==> config.mk <==
export PLATFORM = sky130hd
export DESIGN_NAME = register_file_flat
export DESIGN_NICKNAME = d
export VERILOG_FILES = /design/src/rtl/register_file_pkg.sv /design/src/rtl/register_file_if.sv /design/src/rtl/register_file_rf_read_port.sv /design/src/rtl/register_file.sv /design/src/flat_wrapper.sv
export SDC_FILE = /design/constraint.sdc
export NUM_CORES = 2
export LEC_CHECK = 0
export CAP_MARGIN = 20
export CORE_MARGIN = 5
export CORE_UTILIZATION = 40
export CTS_CLUSTER_SIZE = 10
export DETAILED_ROUTE_END_ITERATION = 12
export PLACE_DENSITY = 0.54
export SETUP_SLACK_MARGIN = 0.3
export SYNTH_ARGS = -nofsm -noshare
export SYNTH_HDL_FRONTEND = slang
export SYNTH_SLANG_ARGS = --single-unit
==> constraint.sdc <==
create_clock -name clk_in -period 10.3 [get_ports clk_in]
set_input_delay 2.06 -clock clk_in [delete_from_list [all_inputs] [get_ports clk_in]]
set_output_delay 2.06 -clock clk_in [all_outputs]
set_load 0.02 [all_outputs]
==> src/rtl/register_file_pkg.sv <==
// Shared core constants for the rename/register-file slice: ROB tag width and register count.
// Other files pull these in with a wildcard import so the widths are never restated locally.
package register_file_pkg;
  localparam int ROB_INDEX_BIT = 4;
  localparam int REG_NUM       = 32;
  localparam int REG_IDX_W     = $clog2(REG_NUM);
endpackage

==> src/rtl/register_file_if.sv <==
// Issue, commit and dual read-port bundle between the dispatch/ROB logic and the register file.
// The slave modport is the register file side; the master modport is its driver.
interface register_file_if
  import register_file_pkg::*;
#(
  parameter int ROB_IDX_W = ROB_INDEX_BIT,
  parameter int XLEN      = 32
);
  logic                 iss_req;
  logic [REG_IDX_W-1:0] iss_rd;
  logic [ROB_IDX_W-1:0] iss_rob_id;

  logic [REG_IDX_W-1:0] cm_rd;
  logic [XLEN-1:0]      cm_val;
  logic [ROB_IDX_W-1:0] cm_rob_id;

  logic [REG_IDX_W-1:0] rs1_idx;
  logic [REG_IDX_W-1:0] rs2_idx;
  logic [XLEN-1:0]      rs1_val;
  logic [XLEN-1:0]      rs2_val;
  logic                 rs1_busy;
  logic                 rs2_busy;
  logic [ROB_IDX_W-1:0] rs1_dep;
  logic [ROB_IDX_W-1:0] rs2_dep;

  modport master (
    output iss_req, iss_rd, iss_rob_id,
    output cm_rd, cm_val, cm_rob_id,
    output rs1_idx, rs2_idx,
    input  rs1_val, rs2_val, rs1_busy, rs2_busy, rs1_dep, rs2_dep
  );

  modport slave (
    input  iss_req, iss_rd, iss_rob_id,
    input  cm_rd, cm_val, cm_rob_id,
    input  rs1_idx, rs2_idx,
    output rs1_val, rs2_val, rs1_busy, rs2_busy, rs1_dep, rs2_dep
  );
endinterface

==> src/rtl/register_file_rf_read_port.sv <==
// One combinational read port: x0 masking plus optional same-cycle commit forwarding (RF_COMMIT_BYPASS_EN).
// Zero latency, no flow control; the commit inputs exist only when the bypass is built in.
module rf_read_port
  import register_file_pkg::*;
#(
  parameter int ROB_IDX_W = ROB_INDEX_BIT,
  parameter int XLEN      = 32
) (
  input  logic [REG_IDX_W-1:0] i_idx,
  input  logic [XLEN-1:0]      i_reg_val,
  input  logic                 i_reg_busy,
  input  logic [ROB_IDX_W-1:0] i_reg_dep,
`ifdef RF_COMMIT_BYPASS_EN
  input  logic [REG_IDX_W-1:0] i_cm_rd,
  input  logic [XLEN-1:0]      i_cm_val,
  input  logic [ROB_IDX_W-1:0] i_cm_rob_id,
`endif
  output logic [XLEN-1:0]      o_val,
  output logic                 o_busy,
  output logic [ROB_IDX_W-1:0] o_dep
);
`ifdef RF_COMMIT_BYPASS_EN
  logic w_hit;
  // The producer is retiring right now: hand its value straight through.
  assign w_hit = i_reg_busy && (i_cm_rd == i_idx) && (i_cm_rob_id == i_reg_dep);
`endif

  always_comb begin
    o_val  = i_reg_val;
    o_busy = i_reg_busy;
    o_dep  = i_reg_dep;
`ifdef RF_COMMIT_BYPASS_EN
    if (w_hit) begin
      o_val  = i_cm_val;
      o_busy = 1'b0;
    end
`endif
    if (i_idx == '0) begin
      o_val  = '0;
      o_busy = 1'b0;
      o_dep  = '0;
    end
  end
endmodule

==> src/rtl/register_file.sv <==
// Architectural register file with per-register rename tag (busy/dep); optional RF_COMMIT_BYPASS_EN forwarding.
// Reads are combinational; writes land on the next edge; rdy_in low freezes all state.
module register_file
  import register_file_pkg::*;
#(
  parameter int ROB_IDX_W = ROB_INDEX_BIT,
  parameter int XLEN      = 32
) (
  input  logic              clk_in,
  input  logic              rst_in,
  input  logic              rdy_in,
  input  logic              clear_in,
  register_file_if.slave    bus
);
  logic [XLEN-1:0]      r_regs [REG_NUM];
  logic [ROB_IDX_W-1:0] r_dep  [REG_NUM];
  logic [REG_NUM-1:0]   r_busy;

  logic w_cm_wr;
  logic w_cm_release;
  logic w_iss_wr;

  assign w_cm_wr      = (bus.cm_rd != '0);
  assign w_cm_release = w_cm_wr && r_busy[bus.cm_rd] && (r_dep[bus.cm_rd] == bus.cm_rob_id);
  assign w_iss_wr     = bus.iss_req && (bus.iss_rd != '0);

  always_ff @(posedge clk_in or negedge rst_in) begin
    if (!rst_in) begin
      r_busy <= '0;
      for (int i = 0; i < REG_NUM; i++) begin
        r_regs[i] <= '0;
        r_dep[i]  <= '0;
      end
    end else if (rdy_in) begin
      if (w_cm_wr) begin
        r_regs[bus.cm_rd] <= bus.cm_val;
      end
      if (clear_in) begin
        r_busy <= '0;
        for (int i = 0; i < REG_NUM; i++) begin
          r_dep[i] <= '0;
        end
      end else begin
        if (w_cm_release) begin
          r_busy[bus.cm_rd] <= 1'b0;
        end
        // A rename issued in the same cycle overrides the release above.
        if (w_iss_wr) begin
          r_busy[bus.iss_rd] <= 1'b1;
          r_dep[bus.iss_rd]  <= bus.iss_rob_id;
        end
      end
    end
  end

  rf_read_port #(.ROB_IDX_W(ROB_IDX_W), .XLEN(XLEN)) u_rs1 (
    .i_idx       (bus.rs1_idx),
    .i_reg_val   (r_regs[bus.rs1_idx]),
    .i_reg_busy  (r_busy[bus.rs1_idx]),
    .i_reg_dep   (r_dep[bus.rs1_idx]),
`ifdef RF_COMMIT_BYPASS_EN
    .i_cm_rd     (bus.cm_rd),
    .i_cm_val    (bus.cm_val),
    .i_cm_rob_id (bus.cm_rob_id),
`endif
    .o_val       (bus.rs1_val),
    .o_busy      (bus.rs1_busy),
    .o_dep       (bus.rs1_dep)
  );

  rf_read_port #(.ROB_IDX_W(ROB_IDX_W), .XLEN(XLEN)) u_rs2 (
    .i_idx       (bus.rs2_idx),
    .i_reg_val   (r_regs[bus.rs2_idx]),
    .i_reg_busy  (r_busy[bus.rs2_idx]),
    .i_reg_dep   (r_dep[bus.rs2_idx]),
`ifdef RF_COMMIT_BYPASS_EN
    .i_cm_rd     (bus.cm_rd),
    .i_cm_val    (bus.cm_val),
    .i_cm_rob_id (bus.cm_rob_id),
`endif
    .o_val       (bus.rs2_val),
    .o_busy      (bus.rs2_busy),
    .o_dep       (bus.rs2_dep)
  );
endmodule

==> src/flat_wrapper.sv <==
// flat-port wrapper written by rule: the top's interface ports become plain ports
module register_file_flat import register_file_pkg::*;
#(
  parameter int ROB_IDX_W = ROB_INDEX_BIT,
  parameter int XLEN      = 32
)
  (clk_in, rst_in, rdy_in, clear_in, bus_iss_req, bus_iss_rd, bus_iss_rob_id, bus_cm_rd, bus_cm_val, bus_cm_rob_id, bus_rs1_idx, bus_rs2_idx, bus_rs1_val, bus_rs2_val, bus_rs1_busy, bus_rs2_busy, bus_rs1_dep, bus_rs2_dep);
  register_file_if #(.ROB_IDX_W(ROB_IDX_W), .XLEN(XLEN)) bus_i ();
  input  logic clk_in;
  input  logic rst_in;
  input  logic rdy_in;
  input  logic clear_in;
  input wire logic [$bits(bus_i.iss_req)-1:0] bus_iss_req;
  input wire logic [$bits(bus_i.iss_rd)-1:0] bus_iss_rd;
  input wire logic [$bits(bus_i.iss_rob_id)-1:0] bus_iss_rob_id;
  input wire logic [$bits(bus_i.cm_rd)-1:0] bus_cm_rd;
  input wire logic [$bits(bus_i.cm_val)-1:0] bus_cm_val;
  input wire logic [$bits(bus_i.cm_rob_id)-1:0] bus_cm_rob_id;
  input wire logic [$bits(bus_i.rs1_idx)-1:0] bus_rs1_idx;
  input wire logic [$bits(bus_i.rs2_idx)-1:0] bus_rs2_idx;
  output wire logic [$bits(bus_i.rs1_val)-1:0] bus_rs1_val;
  output wire logic [$bits(bus_i.rs2_val)-1:0] bus_rs2_val;
  output wire logic [$bits(bus_i.rs1_busy)-1:0] bus_rs1_busy;
  output wire logic [$bits(bus_i.rs2_busy)-1:0] bus_rs2_busy;
  output wire logic [$bits(bus_i.rs1_dep)-1:0] bus_rs1_dep;
  output wire logic [$bits(bus_i.rs2_dep)-1:0] bus_rs2_dep;
  assign bus_i.iss_req = bus_iss_req;
  assign bus_i.iss_rd = bus_iss_rd;
  assign bus_i.iss_rob_id = bus_iss_rob_id;
  assign bus_i.cm_rd = bus_cm_rd;
  assign bus_i.cm_val = bus_cm_val;
  assign bus_i.cm_rob_id = bus_cm_rob_id;
  assign bus_i.rs1_idx = bus_rs1_idx;
  assign bus_i.rs2_idx = bus_rs2_idx;
  assign bus_rs1_val = bus_i.rs1_val;
  assign bus_rs2_val = bus_i.rs2_val;
  assign bus_rs1_busy = bus_i.rs1_busy;
  assign bus_rs2_busy = bus_i.rs2_busy;
  assign bus_rs1_dep = bus_i.rs1_dep;
  assign bus_rs2_dep = bus_i.rs2_dep;
  register_file #(.ROB_IDX_W(ROB_IDX_W), .XLEN(XLEN)) u_core (.clk_in(clk_in), .rst_in(rst_in), .rdy_in(rdy_in), .clear_in(clear_in), .bus(bus_i));
endmodule
[Word level (Yosys, flattened, before mapping)]
Cells that the tools add are included.
Storage, ports and cells
  register bits: 1184
  bits of input ports: 65
  output and inout bits: 74
  word-level logic and storage cells: 143
Cells by class
  mux-type cells: 44
  bitwise operators: 7
  reductions and logical operators: 14
  equal/unequal tests: 1
  order comparisons: 12
Operators by type and width (number)
  1024-bit bitwise mux: 1
  32-bit two-way mux: 12
  32-bit binary-select mux with 5-bit select: 2
  128-bit two-way mux: 2
  32-bit demux with 5-bit select: 1
  128-bit bitwise mux: 1
  4-bit binary-select mux with 5-bit select: 3
  4-bit two-way mux: 9
  32-bit bitwise AND: 1
  32-bit NOT: 1
  32-bit bitwise OR: 1
  6-bit greater-or-equal comparator (second input constant): 4
  5-bit by 6-bit < comparator with 1-bit output (second input constant): 4
  5-bit NOT with 6-bit output: 4
  4-bit demux with 5-bit select: 1
  1-bit binary-select mux with 5-bit select: 3
  6-bit by 1-bit < comparator with 1-bit output (second input constant): 2
  1-bit demux with 5-bit select: 2
  5-bit by 1-bit greater-or-equal comparator with 1-bit output (second input constant): 2
  5-bit logical NOT: 2
  5-bit nonzero test: 2
  1-bit logical AND: 7
  1-bit two-way mux: 7
  4-bit equality test: 1
  other kinds (2): 3

[Depth between registers and ports, before layout]
  word-level depth: 12
  gate-level depth with buffers: 11
  gate-level depth less buffers: 7

[By module]
From an unflattened synthesis, not the netlist that was laid out.
Unflattened totals
  cell total of the unflattened synthesis: 4328
  area, all modules: 65390.2 sq um
Modules (own cells, without submodules)
  register_file: times used 1, area each 64672.0 sq um, cells each 4238, seq. area each 29628.4 sq um
  rf_read_port: times used 2, area each 359.1 sq um, cells each 45, seq. area each 0.0 sq um

[Worst setup path after synthesis]
No wires, ideal clock.
  kind: input to output
  start: input bus_rs1_idx[0]
  end: output bus_rs1_val[10]
  stages: 7
  data required time: 8.240 ns
  slack: 3.858 ns
  path buffers: 3
  arrival time: 4.382 ns
  cell sequence: clkbuf_1 -> buf_2 -> buf_1 -> mux4_2 -> mux4_2 -> mux2i_1 -> nor2_1
On the way
  longest elaborated chain between the ends: 5
  elaborated cells on any way between the ends: 6
  classes of those cells: mux: 4; bitwise: 1; reduce/logical: 1
RTL lines
  start: declaration: RTL line flat_wrapper.sv:19  | input wire logic [$bits(bus_i.rs1_idx)-1:0] bus_rs1_idx;
  5-bit NOT with 6-bit output (not written as such): RTL line register_file.sv:58  | .i_reg_val (r_regs[bus.rs1_idx]),
  32-bit binary-select mux with 5-bit select: RTL line register_file.sv:58
  32-bit two-way mux (not written as such) (2 in a row): RTL line register_file.sv:58
  32-bit two-way mux *: RTL line register_file_rf_read_port.sv:38  | if (i_idx == '0) begin
  end: declaration: RTL line flat_wrapper.sv:21  | output wire logic [$bits(bus_i.rs1_val)-1:0] bus_rs1_val;
Mark *: on every way between the ends. The rest lies on a longest branch, timed or not. The select of a mux whose other input is x is not followed.

[Final worst setup path]
  start: input bus_rs2_idx[0]
  end: output bus_rs2_val[22]
On the way
  longest elaborated chain between the ends: 5
  elaborated cells on any way between the ends: 6
  classes of those cells: mux: 4; bitwise: 1; reduce/logical: 1
RTL lines
  start: declaration: RTL line flat_wrapper.sv:20  | input wire logic [$bits(bus_i.rs2_idx)-1:0] bus_rs2_idx;
  5-bit NOT with 6-bit output (not written as such): RTL line register_file.sv:73  | .i_reg_val (r_regs[bus.rs2_idx]),
  32-bit binary-select mux with 5-bit select: RTL line register_file.sv:73
  32-bit two-way mux (not written as such) (2 in a row): RTL line register_file.sv:73
  32-bit two-way mux *: RTL line register_file_rf_read_port.sv:38
  end: declaration: RTL line flat_wrapper.sv:22  | output wire logic [$bits(bus_i.rs2_val)-1:0] bus_rs2_val;
Marks and branches as above.

==> impl_metrics.env <==
export IMPL_outcome="completed"
export IMPL_antenna_found_initial=6
export IMPL_yosysSeqAreaShare_pct=45.1
export IMPL_fin_crit_sh_pct=75.2
export IMPL_grt_total_usage_pct=23.7
export IMPL_root_buffer="clkbuf_16"
export IMPL_clock_path_buffers=3
export IMPL_critPathMaxStageDelay_ns=0.58
export IMPL_worstSetupStartpointType="input port"
export IMPL_drtIter0Drc=3410
export IMPL_hp_class="reg2reg"
export IMPL_drc=0
export IMPL_synth_top_area_share_pct=45.1
export IMPL_finalHoldViolations=0
export IMPL_postCtsHoldBufs=0
export IMPL_dr_pass1_iters=5
export IMPL_cts_buffers=144
export IMPL_dpl_worst_slack_ns=2.46
export IMPL_synth_area_leaders="dfrtp_1 (45%), mux4_2 (26%), mux2_2 (17%), mux2i_1 (3.7%), clkbuf_1 (1.8%)"
export IMPL_ios=139
export IMPL_crit_arrival_ns=5.69
export IMPL_synthArstFlopShare_pct=100
export IMPL_drive_gt1_share_pct=48.5
export IMPL_postCtsResizedCells=0
export IMPL_path_cells="buf_8, buf_12, buf_4, mux4_2, mux4_2, mux2i_1, nor2_1, clkdlybuf4s50_1"
export IMPL_synthDistinctLibCells=45
export IMPL_nets=4291
export IMPL_wl_per_cell_um=31.5
export IMPL_crit_fanout=64
export IMPL_peakVddDrop_mv=0.183
export IMPL_synth_edf_count=0
export IMPL_ys_ff_latch=1184
export IMPL_crit_top_cell="mux4_2"
export IMPL_setup_ws_ns=2.55
export IMPL_synth_warning_count=0
export IMPL_slew_viol_final=0
export IMPL_slew_headroom_pct=21.7
export IMPL_synth_ff_type="dfrtp_1"
export IMPL_cts_htree_levels=4
export IMPL_grt_pass1_vias=42300
export IMPL_fmax_mhz=129
export IMPL_rsz0062_at_grt="no"
export IMPL_leakagePower_uw=0.0302
export IMPL_drv_cap=0
export IMPL_start_util_pct=40.3
export IMPL_cp_end_kind="output port"
export IMPL_setup_viol=0
export IMPL_syn2layout_area_growth_pct=11.4
export IMPL_port_buffers=138
export IMPL_slowest_stage="clkdlybuf4s50_1"
export IMPL_synth_top_cell_by_area="dfrtp_1"
export IMPL_final_fill_count=14400
export IMPL_post_cts_setup_buffers=0
export IMPL_syn_area_per_cell_um2=15.2
export IMPL_clk_latency_ns=0.78
export IMPL_grt_max_degree=162
export IMPL_cts_tree="done"
export IMPL_period_minus_slack_ns=7.75
export IMPL_dieArea_um2=173000
export IMPL_overflow=0
export IMPL_vias=40100
export IMPL_synthesis_nets=4405
export IMPL_grt_pass1_wl_um=303000
export IMPL_die_w_um=415
export IMPL_critPathKind="in2out"
export IMPL_fp_coreArea_um2=163000
export IMPL_dp_cells=6255
export IMPL_finalClockSkew_ns=0.0142
export IMPL_routed_wl_um=204000
export IMPL_clkTransAtPathRegs_ns=0.05
export IMPL_power_per_cell_area_nw_per_um2=192
export IMPL_gp_congestion=0.793
export IMPL_syn_area_um2=65800
export IMPL_rows=148
export IMPL_cts_sinks=1184
export IMPL_required_ns=8.24
export IMPL_setup_tns_ns=0
export IMPL_hpwl_um=113000
export IMPL_die_h_um=415
export IMPL_syn_inst=4340
export IMPL_ant_nets=0
export IMPL_final_cells=6473
export IMPL_tightest_slew_ns=1.17
export IMPL_via_per_inst=6.20
## state kept, by name, summed over array words and instances, names as in the netlist
signal	cells
u_core.r_dep	128
u_core.r_busy	32
u_core.r_regs	1024
## synthesized netlist by cell type (6+ instances only)
cell	count
nor2_1	130
and2_1	11
mux2i_1	246
inv_1	124
nor2b_1	16
a22oi_1	8
o22ai_1	161
mux2_2	992
dfrtp_1	1184
a21oi_1	15
clkbuf_1	308
buf_2	110
o21ai_1	14
nor3_1	30
mux4_2	756
nand3b_1	6
nand2_1	55
nand2b_1	17
nor4_1	7
and3_1	6
nand3_1	24
buf_1	67
## worst max-delay path: cells and delay by family
family / cells / cell delay, ns
and+or+nand+nor: 1 / 0.07
buffers and inverters: 4 / 2.08
muxes: 3 / 1.27
## power by group
part	total, uW	internal [uW]	switching [uW]
Combinational	3140	1890	1250
Clock	4750	2730	2020
Sequential	6180	5510	668
## through the flow
stage / util (%) / area, um2 / total power, uW / hold slack (ns)
after global routing: 44.9 / 73200 / 14700 / 0.399
after detailed placement: 42.3 / 69000 / 9420 / 0.382
final: 44.9 / 73300 / 14100 / 0.395
after CTS: 44.9 / 73200 / 14200 / 0.396
after global placement: 42.3 / 69000 / 9340 / 0.376
after floorplan: - / 65800 / 8380 / 0.441
## worst paths after layout
kind	from	to	slack, ns	depth (start not counted)
max	bus_rs2_idx[0]	bus_rs2_val[22]	2.55	8
min	u_core.r_regs[1010]	u_core.r_regs[1010]	0.40	0
max reg2reg	u_core.r_dep[33]	u_core.r_busy[1]	7.31	8
min reg2reg	u_core.r_regs[1010]	u_core.r_regs[1010]	0.40	0
max in group asynchronous	rst_in	u_core.r_busy[0]	6.74	3
min in group asynchronous	rst_in	u_core.r_regs[712]	1.29	1
## layer usage
metal  up-vias  global-route usage [%]  wire length [um]
li1      16600                       -                 -
met1     22100                    32.6             87500
met2      1146                    39.6            101000
met3       266                    3.18              9460
met4         2                    6.64              5330
met5         -                       0                12
## logic make-up (layout without fill, tap and decap cells)
family / Yosys count / in the layout / share of synthesized area (%)
simple gates: 344 / 344 / 2.64
xor+xnor: 1 / 1 / 0.0133
mux: 1994 / 1994 / 46.6
flops: 1184 / 1184 / 45.1
other cells: 0 / 5 / 0
compound gates: 204 / 204 / 1.92
buf+inv: 613 / 566 / 3.75
## cell type report
cell class / count / area [um2] / share of cell area (%)
Clock inverter: 19 / 199 / 0.272
Sequential cell: 1184 / 29600 / 40.4
Clock buffer: 194 / 4030 / 5.49
Inverter: 124 / 465 / 0.635
Antenna cell: 5 / 12.5 / 0.0171
Tap cell: 2175 / 2720 / 3.72
Multi-Input combinational cell: 2543 / 33900 / 46.3
Timing Repair Buffer: 229 / 2270 / 3.11
## layout by cell type (no fill, tap or decap), types with 26 or more instances in the layout
master	instances
buf_4	81
clkbuf_1	30
clkbuf_16	147
clkdlybuf4s50_1	123
dfrtp_1	1184
inv_1	124
mux2_2	992
mux2i_1	246
mux4_2	756
nand2_1	49
nor2_1	104
nor2_4	26
nor3_1	30
o22ai_1	161
No activity file was read; power rests on OpenSTA's default activity.
